## src/rtl/clock_set_pkg.sv

```systemverilog
// Shared types, field codes and limits for the clock time-set controller.
package clock_set_pkg;

  typedef enum logic [2:0] {
    RUN      = 3'd0,
    SET_HOUR = 3'd1,
    SET_MIN  = 3'd2,
    SET_SEC  = 3'd3,
    COMMIT   = 3'd4
  } state_e;

  typedef logic [5:0] time_field_t;

  localparam logic [1:0] FIELD_NONE = 2'd0;
  localparam logic [1:0] FIELD_HOUR = 2'd1;
  localparam logic [1:0] FIELD_MIN  = 2'd2;
  localparam logic [1:0] FIELD_SEC  = 2'd3;

  localparam time_field_t SEC_MAX = 6'd59;
  localparam time_field_t MIN_MAX = 6'd59;

  function automatic logic [1:0] field_of(state_e st);
    logic [1:0] f;
    case (st)
      SET_HOUR: f = FIELD_HOUR;
      SET_MIN:  f = FIELD_MIN;
      SET_SEC:  f = FIELD_SEC;
      default:  f = FIELD_NONE;
    endcase
    return f;
  endfunction

  function automatic time_field_t clamp_field(time_field_t v, time_field_t max_v);
    return (v > max_v) ? max_v : v;
  endfunction

endpackage

```

## src/rtl/clock_set_field.sv

```systemverilog
// Modular up/down time-field register with clamped parallel load.
module clock_set_field
  import clock_set_pkg::*;
#(
  parameter time_field_t MAX = SEC_MAX
) (
  input  logic       clk_i,
  input  logic       reset_i,
  input  logic       load_i,
  input  logic [5:0] load_val_i,
  input  logic       inc_i,
  input  logic       dec_i,
  output logic [5:0] val_o
);

  time_field_t val_q, val_d;

  // inc and dec together cancel out; the register never leaves 0..MAX
  always_comb begin
    if (load_i) begin
      val_d = clamp_field(load_val_i, MAX);
    end else if (inc_i && !dec_i) begin
      val_d = (val_q >= MAX) ? 6'd0 : val_q + 6'd1;
    end else if (dec_i && !inc_i) begin
      val_d = (val_q == 6'd0) ? MAX : val_q - 6'd1;
    end else begin
      val_d = val_q;
    end
  end

  always_ff @(posedge clk_i or posedge reset_i) begin
    if (reset_i) begin
      val_q <= 6'd0;
    end else begin
      val_q <= val_d;
    end
  end

  assign val_o = val_q;

endmodule

```

## src/rtl/clock_set_ctrl.sv

```systemverilog
// Button-driven time-set controller: capture live time, edit h/m/s, strobe a load.
// Optional hold-to-repeat buttons are enabled with CLOCK_SET_AUTO_REPEAT_EN.
module clock_set_ctrl
  import clock_set_pkg::*;
#(
  parameter int unsigned HOUR_MAX   = 23,
  parameter int unsigned TIMEOUT_MS = 10000,
  parameter int unsigned TO_W       = 14
`ifdef CLOCK_SET_AUTO_REPEAT_EN
  , parameter int unsigned REPEAT_DELAY_MS = 500,
  parameter int unsigned REPEAT_RATE_MS  = 100
`endif
) (
  input  logic       clk_i,
  input  logic       reset_i,
  input  logic       tick_ms_i,
  input  logic       mode_i,
  input  logic       inc_i,
  input  logic       dec_i,
  input  logic       cancel_i,
  input  logic [5:0] hour_i,
  input  logic [5:0] min_i,
  input  logic [5:0] sec_i,
  output logic [5:0] hour_set_o,
  output logic [5:0] min_set_o,
  output logic [5:0] sec_set_o,
  output logic       load_o,
  output logic       editing_o,
  output logic [1:0] field_o
`ifdef CLOCK_SET_AUTO_REPEAT_EN
  , input  logic     inc_hold_i,
  input  logic       dec_hold_i
`endif
);

  localparam time_field_t HOUR_MAX_F = time_field_t'(HOUR_MAX);
  localparam logic [TO_W-1:0] TO_LIMIT = TO_W'(TIMEOUT_MS);
  localparam logic [TO_W-1:0] TO_ONE   = {{(TO_W-1){1'b0}}, 1'b1};

  state_e          state_q, state_d;
  logic [TO_W-1:0] to_cnt_q, to_cnt_d;
  logic            load_q, load_d, editing_q, editing_d;
  logic [1:0]      field_q, field_d;
  logic            in_set_s, activity_s, abort_s, capture_s, step_ok_s;
  logic            inc_s, dec_s, rep_inc_s, rep_dec_s;
  logic            hour_inc_s, hour_dec_s, min_inc_s, min_dec_s, sec_inc_s, sec_dec_s;

  assign in_set_s = (state_q == SET_HOUR) || (state_q == SET_MIN) || (state_q == SET_SEC);

`ifdef CLOCK_SET_AUTO_REPEAT_EN
  logic [15:0] rep_cnt_q, rep_cnt_d;
  logic        rep_run_q, rep_run_d, rep_fire_s, one_hold_s;

  // First repeat after the hold delay, then one every repeat period until release
  always_comb begin
    one_hold_s = in_set_s && (inc_hold_i ^ dec_hold_i);
    rep_cnt_d  = rep_cnt_q;
    rep_run_d  = rep_run_q;
    rep_fire_s = 1'b0;
    if (!one_hold_s) begin
      rep_cnt_d = 16'd0;
      rep_run_d = 1'b0;
    end else if (tick_ms_i) begin
      if ((rep_cnt_q + 16'd1) >= (rep_run_q ? 16'(REPEAT_RATE_MS) : 16'(REPEAT_DELAY_MS))) begin
        rep_cnt_d  = 16'd0;
        rep_run_d  = 1'b1;
        rep_fire_s = 1'b1;
      end else begin
        rep_cnt_d = rep_cnt_q + 16'd1;
      end
    end else begin
      rep_cnt_d = rep_cnt_q;
    end
    rep_inc_s = rep_fire_s && inc_hold_i;
    rep_dec_s = rep_fire_s && dec_hold_i;
  end

  always_ff @(posedge clk_i or posedge reset_i) begin
    if (reset_i) begin
      rep_cnt_q <= 16'd0;
      rep_run_q <= 1'b0;
    end else begin
      rep_cnt_q <= rep_cnt_d;
      rep_run_q <= rep_run_d;
    end
  end
`else
  assign rep_inc_s = 1'b0;
  assign rep_dec_s = 1'b0;
`endif

  // Priority: cancel/timeout over mode over inc/dec
  always_comb begin
    activity_s = mode_i || inc_i || dec_i || cancel_i || rep_inc_s || rep_dec_s;
    abort_s    = in_set_s && (cancel_i || (to_cnt_q == TO_LIMIT));
    capture_s  = (state_q == RUN) && mode_i;
    step_ok_s  = in_set_s && !abort_s && !mode_i;
    inc_s      = step_ok_s && (inc_i || rep_inc_s);
    dec_s      = step_ok_s && (dec_i || rep_dec_s);
    hour_inc_s = inc_s && (state_q == SET_HOUR);
    hour_dec_s = dec_s && (state_q == SET_HOUR);
    min_inc_s  = inc_s && (state_q == SET_MIN);
    min_dec_s  = dec_s && (state_q == SET_MIN);
    sec_inc_s  = inc_s && (state_q == SET_SEC);
    sec_dec_s  = dec_s && (state_q == SET_SEC);

    state_d = state_q;
    case (state_q)
      RUN:      state_d = mode_i ? SET_HOUR : RUN;
      SET_HOUR: state_d = abort_s ? RUN : (mode_i ? SET_MIN : SET_HOUR);
      SET_MIN:  state_d = abort_s ? RUN : (mode_i ? SET_SEC : SET_MIN);
      SET_SEC:  state_d = abort_s ? RUN : (mode_i ? COMMIT : SET_SEC);
      COMMIT:   state_d = RUN;
      default:  state_d = RUN;
    endcase

    // Counter rests at 0 outside editing, so entering SET_HOUR starts it cleared
    if (!in_set_s || activity_s || abort_s) begin
      to_cnt_d = {TO_W{1'b0}};
    end else if (tick_ms_i && (to_cnt_q != TO_LIMIT)) begin
      to_cnt_d = to_cnt_q + TO_ONE;
    end else begin
      to_cnt_d = to_cnt_q;
    end

    load_d    = (state_d == COMMIT);
    editing_d = (state_d == SET_HOUR) || (state_d == SET_MIN) || (state_d == SET_SEC);
    field_d   = field_of(state_d);
  end

  always_ff @(posedge clk_i or posedge reset_i) begin
    if (reset_i) begin
      state_q   <= RUN;
      to_cnt_q  <= {TO_W{1'b0}};
      load_q    <= 1'b0;
      editing_q <= 1'b0;
      field_q   <= FIELD_NONE;
    end else begin
      state_q   <= state_d;
      to_cnt_q  <= to_cnt_d;
      load_q    <= load_d;
      editing_q <= editing_d;
      field_q   <= field_d;
    end
  end

  clock_set_field #(.MAX(HOUR_MAX_F)) u_hour (
    .clk_i(clk_i), .reset_i(reset_i), .load_i(capture_s), .load_val_i(hour_i),
    .inc_i(hour_inc_s), .dec_i(hour_dec_s), .val_o(hour_set_o)
  );

  clock_set_field #(.MAX(MIN_MAX)) u_min (
    .clk_i(clk_i), .reset_i(reset_i), .load_i(capture_s), .load_val_i(min_i),
    .inc_i(min_inc_s), .dec_i(min_dec_s), .val_o(min_set_o)
  );

  clock_set_field #(.MAX(SEC_MAX)) u_sec (
    .clk_i(clk_i), .reset_i(reset_i), .load_i(capture_s), .load_val_i(sec_i),
    .inc_i(sec_inc_s), .dec_i(sec_dec_s), .val_o(sec_set_o)
  );

  assign load_o    = load_q;
  assign editing_o = editing_q;
  assign field_o   = field_q;

endmodule

```

## config.mk

```make
export PLATFORM = sky130hd
export DESIGN_NAME = clock_set_ctrl
export DESIGN_NICKNAME = d
export VERILOG_FILES = /design/src/rtl/clock_set_pkg.sv /design/src/rtl/clock_set_field.sv /design/src/rtl/clock_set_ctrl.sv
export SDC_FILE = /design/constraint.sdc
export NUM_CORES = 1
export LEC_CHECK = 0
export CAP_MARGIN = 30
export CORE_ASPECT_RATIO = 2
export CORE_MARGIN = 1.5
export CORE_UTILIZATION = 55
export DETAILED_ROUTE_END_ITERATION = 7
export PLACE_DENSITY = 0.86
export RECOVER_POWER = 50
export SYNTH_ARGS = -nofsm -noshare
export SYNTH_HDL_FRONTEND = slang
export SYNTH_HIERARCHICAL = 1
export SYNTH_SLANG_ARGS = --single-unit
```

## constraint.sdc

```tcl
create_clock -name clk_i -period 3.2 [get_ports clk_i]
set_input_delay 0.64 -clock clk_i [delete_from_list [all_inputs] [get_ports clk_i]]
set_output_delay 0.64 -clock clk_i [all_outputs]
set_load 0.02 [all_outputs]
```

Yosys cells after proc, flatten, opt, wreduce, memory -nomap -nowiden
Cells that the tools add are included.
{ "word_totals": {"regBits": 39, "inputBits": 25, "word_cells": 105} }
{ "classes": {"add_sub_neg": 7, "n_lt_le_gt_ge": 6, "n_eq_ne": 9, "n_mux": 29, "reduce_logical": 46} }
{ "op_table": {"columns": ["operator", "count"], "rows": [
  ["$mux W6", 18],
  ["$mux W14", 2],
  ["$logic_and A1 B1 Y1", 19],
  ["$add A6 B1 Y6 const B", 3],
  ["$logic_not A6 Y1", 3],
  ["$sub A6 B1 Y6 const B", 3],
  ["$add A14 B1 Y14 const B", 1],
  ["$eq A14 B14 Y1 const B", 1],
  ["$ne A14 B14 Y1 const B", 1],
  ["$eq A3 B2 Y1 const B", 4],
  ["$ge A6 B6 Y1 const B", 2],
  ["$gt A6 B6 Y1 const B", 2],
  ["$pmux W3 S4", 1],
  ["$logic_or A1 B1 Y1", 10],
  ["$logic_not A1 Y1", 9],
  ["$reduce_bool A3 Y1", 3],
  ["$eq A3 B1 Y1 const B", 2],
  ["$ge A6 B5 Y1 const B", 1],
  ["$gt A6 B5 Y1 const B", 1],
  ["$mux W2", 3],
  ["$mux W3", 2],
  ["$pmux W2 S3", 1],
  ["$eq A3 B3 Y1 const B", 1],
  ["$logic_not A3 Y1", 1],
  ["2 further kinds", 3]
]} }

Depth between registers and ports, before layout
{ "depth": {"depth_word": 14, "mapped_depth": 11, "depth_no_buf": 11} }

Modules after synthesis
The synthesis kept the hierarchy.
{ "modules_own_cells": {"columns": ["mod", "instances", "cells_each", "area_per_inst_um2"], "rows": [
  ["clock_set_field at u_min ...", 2, 81, 639.4],
  ["clock_set_ctrl", 1, 120, 1148.6],
  ["clock_set_field at u_hour", 1, 71, 619.3]
]} }

Least setup slack after synthesis
OpenSTA, ideal clock, no wires.
{ "synth_path": {"path_type": "reg2reg", "start": "reg to_cnt_q[0]", "end": "reg u_hour.val_q[3] (netlist: u_hour/val_o[3])", "setup_time_ps": 123, "t_arrival_ps": 2397, "required_ps": 3077, "slack_ps": 680, "path_stages_with_launch": 11, "path_buffers": 0, "synth_period_minus_slack_ps": 2520, "cell_sequence": "dfrtp_1 inv_1 ha_1 nor4bb_4 a41o_1 or3_1 nor2_1 or2b_4 a311oi_1 o31a_1 a211oi_2"} }
{ "synth_via": {"word_cells_on_any_way": 17} }
{ "synth_rtl": {"columns": ["element", "line", "text"], "rows": [
  ["start, declared", "clock_set_ctrl.sv:41", "logic [TO_W-1:0] to_cnt_q, to_cnt_d;"],
  ["start signal, assigned", "clock_set_ctrl.sv:134", "to_cnt_q <= {TO_W{1'b0}};"],
  ["start signal, assigned", "clock_set_ctrl.sv:140", "to_cnt_q <= to_cnt_d;"],
  ["$eq A14 B14 Y1 *", "clock_set_ctrl.sv:95", "abort_s = in_set_s && (cancel_i || (to_cnt_q == TO_LIMIT));"],
  ["$logic_or A1 B1 Y1 *", "clock_set_ctrl.sv:95", null],
  ["$logic_and A1 B1 Y1 *", "clock_set_ctrl.sv:95", null],
  ["$logic_not A1 Y1 *", "clock_set_ctrl.sv:97", "step_ok_s = in_set_s && !abort_s && !mode_i;"],
  ["$logic_and A1 B1 Y1 * (2 in series)", "clock_set_ctrl.sv:97", null],
  ["$logic_and A1 B1 Y1 *", "clock_set_ctrl.sv:98", "inc_s = step_ok_s && (inc_i || rep_inc_s);"],
  ["$logic_and A1 B1 Y1 *", "clock_set_ctrl.sv:100", "hour_inc_s = inc_s && (state_q == SET_HOUR);"],
  ["net hour_inc_s", "clock_set_ctrl.sv:46", "logic hour_inc_s, hour_dec_s, min_inc_s, min_dec_s, sec_inc_s, sec_dec_s;"],
  ["$logic_and A1 B1 Y1 or $logic_not A1 Y1 (tied branches)", "clock_set_field.sv:22, clock_set_field.sv:24", null],
  ["$mux W6 or $logic_and A1 B1 Y1 (tied branches)", "clock_set_field.sv:22, clock_set_field.sv:24", null],
  ["$mux W6 or $reduce_bool A3 Y1 (tied branches)", null, null],
  ["end signal, assigned", "clock_set_field.sv:35", "val_q <= val_d;"],
  ["end, declared", "clock_set_field.sv:16", "time_field_t val_q, val_d;"]
]} }
Mark *: on every way through the listed nets, which the timed path passes. The rest lies on a longest branch.
A chain may end at the register's enable or synchronous reset.

Final worst setup path
{ "layout_path": {"start": "reg to_cnt_q[0]", "end": "reg u_hour.val_q[2] (netlist: u_hour/val_o[2])"} }
{ "layout_via": {"elab_chain_len": 12, "word_cells_on_any_way": 17} }
{ "layout_rtl": {"columns": ["element", "line", "text"], "rows": [
  ["$eq A14 B14 Y1 *", "clock_set_ctrl.sv:95", null],
  ["$logic_or A1 B1 Y1 *", "clock_set_ctrl.sv:95", null],
  ["$logic_and A1 B1 Y1 *", "clock_set_ctrl.sv:95", null],
  ["$logic_not A1 Y1 *", "clock_set_ctrl.sv:97", null],
  ["$logic_and A1 B1 Y1 * (2 in series)", "clock_set_ctrl.sv:97", null],
  ["$logic_and A1 B1 Y1 *", "clock_set_ctrl.sv:99", "dec_s = step_ok_s && (dec_i || rep_dec_s);"],
  ["$logic_and A1 B1 Y1 *", "clock_set_ctrl.sv:101", "hour_dec_s = dec_s && (state_q == SET_HOUR);"],
  ["net hour_dec_s", "clock_set_ctrl.sv:46", null],
  ["$logic_not A1 Y1", "clock_set_field.sv:22", "end else if (inc_i && !dec_i) begin"],
  ["$logic_and A1 B1 Y1", "clock_set_field.sv:22", null],
  ["$mux W6", "clock_set_field.sv:22", null],
  ["$mux W6", "clock_set_field.sv:20", "if (load_i) begin"]
]} }
Marked as above.

==> reports/summary.txt <==
post-DR vias/cell: 6.19
WL/cell: 16.1 µm
Max Freq: 357 MHz
most common flop cell mapped by yosys: dfrtp_1
drc violations: 0
layout cell share with drive strength beyond 1: 0.111
Util after Layout: 0.670
P&R area growth vs syn: 18.2%
Layout Skew: 0.0127 ns
P_leak: 0.00136 µW
Yosys warning count: 6
Startpoint Class: flip-flop
die area: 0.00602 mm²
GRT Resource Usage Total: 0.258
Worst setup EP type: flip-flop
RSZ-0062 raised after global routing: no
combinational share of power: 0.498
DP Cell Count: 449
most common cell in the synthesized netlist: nor2_1
top cell type's share of synthesized area: 0.320
clock transition at the registers of the reported paths: 0.08 ns
# Post-CTS Setup Buffers: 0
Slew headroom: 0.486
vias in the first global route: 2635
initial core utilization: 0.567
largest cells by area after synthesis: dfrtp_1, nor2_1, ha_1
DIE WIDTH: 55.6 µm
DP HPWL: 5.59 mm
hold slack: 0.554 ns
post-synthesis async set-or-reset flop share: 1.00
pwr dens: 686 mW/mm²
Final Wtd Congestion: 0.894
die height: 108 µm
clk_lat worst skew: 0.31 ns
largest net degree at the start of global routing: 29
final hold viol count: 0
EDFF count, synth: 0
first-pass GRT wire length: 12.3 mm
CTS Buffer Depth: 2
Yosys cell types: 67
CP Cell Sequence: inv_1, ha_1, nor4bb_4, a41o_1, or3_1, nor2_1, nand2b_1, nor4_1, a311oi_1, a311oi_1, nor2_1
TritonCTS clock tree: built
Switch Pwr: 1120 µW
H-tree level count: 2
Sum Neg Setup Slack: 0 ns
number of clock sinks: 39
Gate Count Post-Synth: 353
core area: 0.00537 mm²
sequential power share: 0.352
grt ovf: 0
pre-CTS WS: 0.162 ns
Ant. Diodes: 0
fin cells: 457
CTS buffer count: 5
Final setup violation count: 0
max_cap viols: 0
Fill cells: 449
Arrival @ worst endpoint: 3.01 ns
Sw Share: 0.452
Clock Power Share: 0.150
final worst slack: 0.396 ns
root buf cell: clkbuf_8
Max stage delay on crit path: 0.43 ns
register area share after synthesis: 0.320
post_cts resized: 0
Tightest Pin Transition: 0.770 ns
Commonest cells post-synth: nor2_1, dfrtp_1, nand2_1
Final Critical Period: 2.80 ns
internal power: 1350 µW
highest-delay cell along the critical path: dfrtp_1
antenna violations before repair: 0
NumNets Final: 432
via count: 2831
Slew Limit Fails: 0
initial DRC count: 111
Routed Wire Length: 7.35 mm
final worst-path cycle share: 0.876
drt pass-1 iters: 5
number of port buffers: 46
CP required: 3.40 ns
# IOs: 47
Seq cells post-synth: 39
area leader, netlist: dfrtp_1
post-route ant nets: 0
syn avg cell area: 8.63 µm²
Post-Syn Nets: 389
worst hold path type: reg -> reg
Post-CTS Hold Buffers: 0
IR drop worst, VDD: 0.522 mV
std cell rows: 38
critical path class: reg -> reg
Worst Path Max Fanout: 7
outcome: complete, no violations
mapped cell area: 0.00305 mm²
[sequential cells by signal (all words and copies together), names as in the netlist]
name          flops
field_o           2
state_q           3
editing_o         1
u_min/val_o       6
load_o            1
u_hour/val_o      6
u_sec/val_o       6
to_cnt_q         14
[worst max-delay path, delay by kind of cell, from the launching register on]
| kind | cells | cell delay (ns) |
|---|---|---|
| AND/OR/NAND/NOR | 6 | 1.40 |
| AO/OA/AOI/OAI | 3 | 0.61 |
| flip-flops | 1 | 0.43 |
| adder cells (fa/ha/maj) | 1 | 0.19 |
| buffers and inverters | 1 | 0.06 |
[layer usage]
metal  share of wire  up-vias  global-route usage
li1                -     1370                   -
met1            0.37     1327               0.276
met2            0.55      112               0.483
met3           0.045       22              0.0335
met4           0.037        0               0.134
met5               0        -                   0
[cells by family (layout without fill, tap and decap cells)]
family          Yosys count  count (layout)  share of synthesized area
compound gates           82              82                      0.198
xor+xnor                 18              18                     0.0517
fa+ha+maj                11              11                     0.0452
simple gates            166             166                      0.315
mux                       2               2                    0.00657
buf+inv                  35              79                     0.0637
flops                    39              39                      0.320
[per-stage QoR]
step / total power, µW / area, µm²
6_report: 2470 / 3600
4_1_cts: 2470 / 3610
3_3_place_gp: 2070 / 3520
5_1_grt: 2620 / 3600
3_5_place_dp: 2090 / 3520
2_1_floorplan: 1710 / 3050
[power groups by stage]
stage	registers (µW)	clock network, µW	logic [µW]
6_report	870	371	1230
5_1_grt	901	398	1320
4_1_cts	868	378	1220
3_5_place_dp	878	0	1210
2_1_floorplan	864	0	842
3_3_place_gp	873	0	1200
[worst paths after layout]
| kind | startpoint | end | slack (ns) | depth (start not counted) |
|---|---|---|---|---|
| min in group asynchronous | reset_i | u_hour/val_o[5] | 0.77 | 2 |
| worst min register to register | to_cnt_q[13] | to_cnt_q[13] | 0.55 | 2 |
| worst max-delay path | to_cnt_q[0] | u_hour/val_o[2] | 0.40 | 11 |
| worst max register to register | to_cnt_q[0] | u_hour/val_o[2] | 0.40 | 11 |
| worst min-delay path | to_cnt_q[13] | to_cnt_q[13] | 0.55 | 2 |
| max in group asynchronous | reset_i | to_cnt_q[6] | 1.72 | 2 |
[cells in the final DEF, fill, tap and decap left out, types with 3 or more instances in the layout]
cell type / count
buf_4: 4
dfrtp_1: 39
nand2_1: 26
nand2b_2: 4
nor4_1: 5
o22ai_1: 7
a21oi_1: 9
nand2b_1: 3
o21ai_1: 6
nor2_1: 48
o21ai_0: 11
a211oi_2: 3
clkdlybuf4s50_1: 44
a31oi_1: 12
a41oi_1: 3
nand4_1: 5
ha_1: 11
xnor2_1: 13
a311oi_1: 6
nor4_2: 3
xor2_1: 5
clkbuf_8: 6
nor2_2: 3
nor2b_1: 9
inv_1: 20
nor3_1: 20
nand3_1: 17
[final cells by class]
cell class | count | area (µm²) | area share
Multi-Input combinational cell | 279 | 1870 | 0.518
Timing Repair Buffer | 51 | 510 | 0.142
Sequential cell | 39 | 976 | 0.271
Inverter | 20 | 75.1 | 0.0208
Clock buffer | 6 | 82.6 | 0.0229
Clock inverter | 2 | 16.3 | 0.00452
Tap cell | 60 | 75.1 | 0.0208
(Power assumes the default switching activity.)
